==> src/rtl/bcd_uart_pkg.sv <==
// Purpose: shared constants and FSM state type for the BCD-to-UART logger.
// Latency: n/a (declarations only).
// Backpressure: n/a.
package bcd_uart_pkg;

    localparam logic [7:0] CHAR_MINUS = 8'h2D;
    localparam logic [7:0] CHAR_SPACE = 8'h20;
    localparam logic [7:0] CHAR_ZERO  = 8'h30;
    localparam logic [7:0] CHAR_ERR   = 8'h3F;
    localparam logic [7:0] CHAR_CR    = 8'h0D;
    localparam logic [7:0] CHAR_LF    = 8'h0A;

    // Sign, six digits, CR, LF.
    localparam int MSG_LEN = 9;

    typedef enum logic [1:0] {
        IDLE      = 2'd0,
        START_BIT = 2'd1,
        DATA_BITS = 2'd2,
        STOP_BIT  = 2'd3
    } tx_state_t;

endpackage

==> src/rtl/bcd_uart_tx_bcd_to_ascii.sv <==
// Purpose: map one BCD digit to its ASCII character; non-decimal codes become '?'.
// Latency: combinational, zero cycles.
// Backpressure: none, pure function of the input.
module bcd_to_ascii
    import bcd_uart_pkg::*;
(
    input  logic [3:0] digit,
    output logic [7:0] ch
);

    // Codes 10..15 cannot come from a healthy encoder; flag them visibly on the host.
    always_comb begin
        if (digit > 4'd9) begin
            ch = CHAR_ERR;
        end else begin
            ch = CHAR_ZERO + {4'h0, digit};
        end
    end

endmodule

==> src/rtl/bcd_uart_tx.sv <==
// Purpose: serialise a signed 6-digit BCD reading as a 9-char ASCII line over 8N1 UART.
// Latency: tx start bit begins the cycle after an accepted start; message lasts 90*CLKS_PER_BIT.
// Backpressure: start is ignored (not queued) while busy; accepted again in the done cycle.
module bcd_uart_tx
    import bcd_uart_pkg::*;
#(
    parameter int CLKS_PER_BIT = 434
) (
    input  logic       clk,
    input  logic       reset,
    input  logic       start,
    input  logic       sign,
    input  logic [3:0] digit0,
    input  logic [3:0] digit1,
    input  logic [3:0] digit2,
    input  logic [3:0] digit3,
    input  logic [3:0] digit4,
    input  logic [3:0] digit5,
    output logic       tx,
    output logic       busy,
    output logic       done
);

    localparam int CW = $clog2(CLKS_PER_BIT);
    localparam logic [CW-1:0] BAUD_LAST = CW'(CLKS_PER_BIT - 1);
    localparam logic [3:0]    CHAR_LAST = 4'(MSG_LEN - 1);

    tx_state_t       state, state_n;
    logic [CW-1:0]   baud_cnt, baud_cnt_n;
    logic [2:0]      bit_idx, bit_idx_n;
    logic [3:0]      char_idx, char_idx_n;
    logic            tx_n, busy_n, done_n;
    logic            capture;

    // Snapshot of the reading, taken when a message is accepted.
    logic            sign_q;
    logic [5:0][3:0] dig_q;

    logic [3:0]      dig_sel;
    logic [7:0]      dig_char;
    logic [7:0]      cur_char;
    logic            baud_last;

    assign baud_last = (baud_cnt == BAUD_LAST);

    // Pick the digit addressed by the character index (char 1 = most significant).
    always_comb begin
        dig_sel = 4'h0;
        case (char_idx)
            4'd1:    dig_sel = dig_q[5];
            4'd2:    dig_sel = dig_q[4];
            4'd3:    dig_sel = dig_q[3];
            4'd4:    dig_sel = dig_q[2];
            4'd5:    dig_sel = dig_q[1];
            4'd6:    dig_sel = dig_q[0];
            default: dig_sel = 4'h0;
        endcase
    end

    bcd_to_ascii u_bcd_to_ascii (
        .digit (dig_sel),
        .ch    (dig_char)
    );

    // Character multiplexer: message position -> byte on the wire.
    always_comb begin
        cur_char = CHAR_LF;
        case (char_idx)
            4'd0:    cur_char = sign_q ? CHAR_MINUS : CHAR_SPACE;
            4'd7:    cur_char = CHAR_CR;
            4'd8:    cur_char = CHAR_LF;
            default: cur_char = dig_char;
        endcase
    end

    // Serialiser next-state logic; tx/busy/done are registered from the next state.
    always_comb begin
        state_n    = state;
        baud_cnt_n = baud_cnt;
        bit_idx_n  = bit_idx;
        char_idx_n = char_idx;
        done_n     = 1'b0;
        capture    = 1'b0;
        case (state)
            IDLE: begin
                if (start) begin
                    state_n    = START_BIT;
                    baud_cnt_n = '0;
                    char_idx_n = 4'd0;
                    capture    = 1'b1;
                end
            end
            START_BIT: begin
                baud_cnt_n = baud_last ? '0 : baud_cnt + CW'(1);
                if (baud_last) begin
                    state_n   = DATA_BITS;
                    bit_idx_n = 3'd0;
                end
            end
            DATA_BITS: begin
                baud_cnt_n = baud_last ? '0 : baud_cnt + CW'(1);
                if (baud_last) begin
                    if (bit_idx == 3'd7) begin
                        state_n = STOP_BIT;
                    end else begin
                        bit_idx_n = bit_idx + 3'd1;
                    end
                end
            end
            STOP_BIT: begin
                baud_cnt_n = baud_last ? '0 : baud_cnt + CW'(1);
                if (baud_last) begin
                    if (char_idx < CHAR_LAST) begin
                        state_n    = START_BIT;
                        char_idx_n = char_idx + 4'd1;
                    end else begin
                        state_n = IDLE;
                        done_n  = 1'b1;
                    end
                end
            end
            default: state_n = IDLE;
        endcase

        // Data bits go out LSB first; the char index never changes on entry to DATA_BITS.
        case (state_n)
            START_BIT: tx_n = 1'b0;
            DATA_BITS: tx_n = cur_char[bit_idx_n];
            default:   tx_n = 1'b1;
        endcase
        busy_n = (state_n != IDLE);
    end

    // State, counters and registered outputs; reset abandons any frame in flight.
    always_ff @(posedge clk) begin
        if (reset) begin
            state    <= IDLE;
            baud_cnt <= '0;
            bit_idx  <= 3'd0;
            char_idx <= 4'd0;
            tx       <= 1'b1;
            busy     <= 1'b0;
            done     <= 1'b0;
        end else begin
            state    <= state_n;
            baud_cnt <= baud_cnt_n;
            bit_idx  <= bit_idx_n;
            char_idx <= char_idx_n;
            tx       <= tx_n;
            busy     <= busy_n;
            done     <= done_n;
        end
    end

    // Reading snapshot so the encoder may move on during transmission.
    always_ff @(posedge clk) begin
        if (reset) begin
            sign_q <= 1'b0;
            dig_q  <= '0;
        end else if (capture) begin
            sign_q <= sign;
            dig_q  <= {digit5, digit4, digit3, digit2, digit1, digit0};
        end
    end

endmodule

==> config.mk <==
export PLATFORM = sky130hd
export DESIGN_NAME = bcd_uart_tx
export DESIGN_NICKNAME = d
export VERILOG_FILES = /design/src/rtl/bcd_uart_pkg.sv /design/src/rtl/bcd_uart_tx_bcd_to_ascii.sv /design/src/rtl/bcd_uart_tx.sv
export SDC_FILE = /design/constraint.sdc
export NUM_CORES = 1
export LEC_CHECK = 0
export CAP_MARGIN = 10
export CORE_ASPECT_RATIO = 1.75
export CORE_MARGIN = 2
export CORE_UTILIZATION = 49
export CTS_CLUSTER_DIAMETER = 60
export DETAILED_ROUTE_END_ITERATION = 7
export HOLD_SLACK_MARGIN = 0.15
export PLACE_DENSITY = 0.75
export SLEW_MARGIN = 20
export SYNTH_ARGS = -nofsm -noshare
export SYNTH_HDL_FRONTEND = slang
export SYNTH_HIERARCHICAL = 1
export SYNTH_SLANG_ARGS = --single-unit
==> constraint.sdc <==
create_clock -name clk -period 2.7 [get_ports clk]
set_clock_uncertainty 0.15 [all_clocks]
set_input_delay 0.54 -clock clk [delete_from_list [all_inputs] [get_ports clk]]
set_output_delay 0.54 -clock clk [all_outputs]
set_load 0.01 [all_outputs]
## After elaboration in Yosys (flattened, before gate mapping)

Index checks and enable logic that the tools add are counted.
Widths: inputs -> output; s select.

| operators by class | value |
|---|---|
| equal/unequal tests | 18 |
| bitwise logic cells | 2 |
| $add $sub $neg | 4 |
| reduce and logical (&&, ||, !) cells | 7 |
| magnitude comparators | 3 |
| multiplexer cells | 28 |

Operators by type and width:

| kind | number |
|---|---|
| $pmux 4 s6 | 1 |
| $pmux 8 s3 | 1 |
| $mux 9 | 2 |
| $pmux 9 s2 | 1 |
| $eq 4x3->1 const B | 4 |
| $mux 4 | 4 |
| $mux 2 | 5 |
| $add 9x1->9 const B | 1 |
| $eq 9x9->1 const B | 1 |
| $mux 3 | 3 |
| $eq 4x2->1 const B | 2 |
| $mux 8 | 1 |
| $pmux 2 s4 | 1 |
| $pmux 4 s2 | 1 |
| $add 6x4->7 const A | 1 |
| $eq 2x2->1 const B | 3 |
| $ne 2x2->1 const B | 3 |
| $pmux 3 s2 | 1 |
| $reduce_or 3->1 | 2 |
| $mux 1 | 5 |
| $add 4x1->4 const B | 1 |
| $eq 2x1->1 const B | 2 |
| $eq 4x1->1 const B | 1 |
| $eq 4x4->1 const B | 1 |
| other kinds (12) | 14 |

| word-level totals | value |
|---|---|
| output and inout bits | 3 |
| input bits | 28 |
| flip-flop bits (word level) | 46 |
| logic and storage cells | 76 |

## Logic depth before layout (Yosys ltp)

| logic depth | value |
|---|---|
| depth in word-level cells | 8 |
| mapped depth | 11 |
| depth with buffers taken out | 11 |

## Cells and area by module

Netlist, hierarchy kept.

By module, submodules not included:

| module | times used | cells each | area each (sq um) | sequential area each (sq um) |
|---|---|---|---|---|
| bcd_uart_tx | 1 | 298 | 2337.2 | 920.9 |
| bcd_to_ascii | 1 | 11 | 67.6 | 0.0 |

## Least setup slack after synthesis

OpenSTA, ideal clock, no wires.

| timing | value |
|---|---|
| kind | reg-to-reg |
| start | reg baud_cnt[2] |
| end | reg tx |
| clock period less this slack | 2.895 ns |
| buffers on the path | 2 |
| arrival time | 2.628 ns |
| data required time | 2.433 ns |
| stages on the path, launching flop included | 10 |
| slack | -0.195 ns |
| setup time | 0.117 ns |
| cells stage by stage | dfxtp_1 > or4b_4 > or2_1 > buf_6 > or4_4 > and2_1 > clkbuf_1 > mux2i_1 > mux2_2 > o22a_1 |

| on the way | value |
|---|---|
| cells in the longest elaborated chain, start to end | 6 |
| elaborated cells between the ends (all ways) | 13 |
| those cells by class | eq/ne (3); mux (10) |

Ends and longest elaborated chain:

| element | line | text |
|---|---|---|
| start, declared | bcd_uart_tx.sv:29 | `logic [CW-1:0] baud_cnt, baud_cnt_n;` |
| start signal, assigned | bcd_uart_tx.sv:146 | `baud_cnt <= baud_cnt_n;` |
| $eq 9x9->1 * | bcd_uart_tx.sv:44 | `assign baud_last = (baud_cnt == BAUD_LAST);` |
| $mux 3, on equally long branches | bcd_uart_tx.sv:102, bcd_uart_tx.sv:95 |  |
| $pmux 3 s2 | bcd_uart_tx.sv:84 | `case (state)` |
| $bmux 1 s3 | bcd_uart_tx.sv:128 | `DATA_BITS: tx_n = cur_char[bit_idx_n];` |
| $mux 1 (implied by the code) | bcd_uart_tx.sv:128 |  |
| $pmux 1 s2 * | bcd_uart_tx.sv:126 | `case (state_n)` |
| end signal, assigned | bcd_uart_tx.sv:149 | `tx <= tx_n;` |
| end, declared | bcd_uart_tx.sv:19 | `output logic tx,` |

Mark *: on every way between the ends. The rest lies on a longest branch, timed or not. The select of a mux whose other input is x is not followed.
A chain may end at the register's enable or synchronous reset.

## Worst setup path after layout

| timing | value |
|---|---|
| start | reg baud_cnt[3] |
| end | reg tx |

Same word-level chain as after synthesis.

==> summary.txt <==
Outcome
  – Status: finished clean

Die
  – Num rows: 33
  – Die W: ~57 um
  – Die height: 96.7 um
  – Core ar.: 4710 um2
  – Starting Density: approximately half
  – Ports: 31
  – Die area: about 5500 um2

Clocking
  – Max Buffers Root-to-Sink: 2
  – Num CTS Buffers: 5
  – Clock Sinks: 46
  – Reg clk slew, reported paths: ~0.090 ns
  – Htree depth: 2
  – Cts repair resizes: 0
  – CTS tree: built
  – Cts-stage hold buffer count: 0
  – Post-CTS setup buffers: 0
  – Worst-Skew Late Latency: 0.30 ns
  – Clock root cell: clkbuf_8

Critical path
  – Reg2reg path depth: 7
  – CP Class: reg2reg
  – FF-to-FF Start: baud_cnt[3]
  – CP endpoint kind: register
  – RR Endpoint: tx
  – Data required, critical path: roughly 2.8 ns
  – Critical Path AT: about 2.7 ns
  – Worst R2R Setup Slack: 0.02 ns
  – Kind of start point of the critical path: register
  – Critical path fanouts, max: 5

Run
  – # Max-Cap Violations: 0

Yosys
  – Count leader, synth: nand2_1
  – Xor/xnor share of the synthesized area: under 10%
  – Ys Warns: 6
  – Mapped Cells: just over 300
  – Synth Area in Compound Gates: 20.4%
  – Yosys reg bits: 46
  – Synth unique cells: 49
  – Post-synth top cells: nand2_1, dfxtp_1, a21oi_1
  – Prevailing post-synth register cell: dfxtp_1
  – Simple-Gate Fraction of Synth Area: a little under a quarter
  – Adder-Cell Fraction of Synth Area: under 10%
  – Syn Area/Cell: ~8 um2
  – FFs w/ async S/R, synth: 0%
  – Yosys top cell by area: dfxtp_1
  – Combinational family with the most area after synthesis: simple AND/OR/NAND/NOR gates
  – Post-synthesis sequential area ratio: 38.3%
  – Synth area leaders: dfxtp_1, nand2_1, a21oi_1, ha_1, nor2_1
  – Synth top area share: between 30% and 40%
  – Post-synth EDFFs: 0
  – Post-Syn Area: about 2400 um2
  – Multiplexer area fraction after synthesis: 2.24%

GRT
  – Vias in the first global route: between 2000 and 2500
  – GRT Overall Usage: between 20 and 25%
  – Total gr overflow: 0
  – Antenna violations before repair: 0
  – First-pass GRT wire length: between 9000 and 10000 um
  – Largest net degree at the start of global routing: 29

STA
  – Final worst path period need: approximately 2.7 ns
  – RSZ-0062 raised after global routing: true
  – FMAX: around 370 MHz
  – Slew Limit Fails: 0
  – Fin. Hold Viols: 0
  – Tcrit/Tclk final: between 90% and 100%
  – Final setup fails: 0

Hold path
  – WHS Path Cells: 2
  – Worst Hold End: dig_q[17]
  – Hold_sp: dig_q[17]
  – Hold Crit Class: reg2reg

Placement
  – Port buffer count: 30
  – DP Wirelength: ~3800 um
  – Routability-driven placement congestion ratio: approximately 0.88

Route
  – 1st-pass router iterations: 4
  – Antenna Nets Post-Route: 0
  – Routed length per placed instance: around 13 um
  – Via count: 2153
  – Residual DRC: 0
  – DRT Wirelength: approximately 5200 um
  – Vias per cell: about 5.5
  – Starting DRT DRC Count: 56

Layout
  – Number of nets in the layout: 381
  – Area occupied by multi-input gates: between 1000 and 1500 um2
  – Filler instances: 434
  – End-of-flow core utilization: between 60 and 70%
  – Antenna cells: 0
  – FF+latch area: 923 um2
  – Layout cells sized above 1: roughly 10%
  – Layout area overhead: 21.1%

Power and ir drop
  – Worst ir drop on vdd: 0.471 mV
  – Power Dens Cells: 489 nW/um2
  – Overall Power: 1.42 mW
  – Pleak: 1.14 nW
==> sequential cells by signal, indices dropped and copies added, names as in the netlist <==
register	count
dig_q	24
baud_cnt	9
char_idx	4
bit_idx	3
state	2
busy	1
done	1
sign_q	1
tx	1
==> kinds of logic after synthesis <==
family,Yosys count
simple gates,125
compound gates,77
flops,46
buf+inv,33
fa+ha+maj,12
xor+xnor,9
mux,5
other cells,2
==> worst max-delay path, stage by stage (launching register included) <==
cell	delay, ns
dfxtp_2	0.33
or4b_4	0.54
or2_4	0.25
or4_4	0.44
and4_4	0.20
o21a_1	0.16
o32a_1	0.33
o22a_1	0.17
==> metal layers <==
metal	wire, um	vias to the layer above	GRT usage [%]
met2	2760	48	36.5
li1	-	1100	-
met4	208	0	10.2
met1	2030	991	21.8
met3	177	14	3.34
met5	0	-	0
==> report_power, final <==
part           switching, mW  internal (mW)
combinational         0.0940         0.0925
sequential            0.0170          0.711
clock                  0.234          0.276
total                  0.345           1.08
==> how the worst max path moves through the flow <==
stage                     start  to  slack [ns]
floorplan           baud_cnt[3]  tx       -0.03
global placement    baud_cnt[3]  tx        0.06
detailed placement  baud_cnt[3]  tx        0.04
CTS                 baud_cnt[3]  tx        0.01
global route        baud_cnt[3]  tx       -0.04
finish              baud_cnt[3]  tx        0.02
==> metrics by stage <==
stage	setup WS [ns]	cell area [um2]	hold WS (ns)	instances	TNS, ns
finish	0.0234	2910	0.306	394	0
global route	-0.0433	2910	0.325	394	-0.0433
CTS	0.0121	2900	0.306	394	0
global placement	0.0560	2790	0.291	386	0
floorplan	-0.0260	2420	0.283	311	-0.0260
detailed placement	0.0408	2790	0.294	386	0
==> cells in the final DEF, fill, tap and decap left out, types with 2 or more instances in the layout <==
cell             instances
a21oi_1                 33
mux2i_1                  2
xnor2_1                  3
conb_1                   4
xor2_1                   6
o22ai_1                  2
inv_1                   10
nand2b_1                 7
a211oi_1                 4
o21ai_0                  8
o31ai_1                  2
a22o_1                   2
nor2b_1                  2
mux2_2                   2
nor2_1                  22
nand2_1                 71
nand4_1                  3
ha_1                    12
dfxtp_1                 44
nand3_1                  7
buf_4                   16
nor3_1                   2
clkbuf_8                 5
and2_1                   3
a311oi_1                 2
dfxtp_2                  2
a31oi_1                  2
a21o_1                   4
a22oi_1                  5
clkdlybuf4s50_1         30
==> final cells by class <==
cell class                      instances  area share, %
Sequential cell                        46           31.7
Timing Repair Buffer                   46           14.4
Clock inverter                          2           1.29
Clock buffer                            6           2.49
Inverter                               10           1.29
Tap cell                               52           2.23
Multi-Input combinational cell        232           46.6
Power figures use the tool's default switching activity.
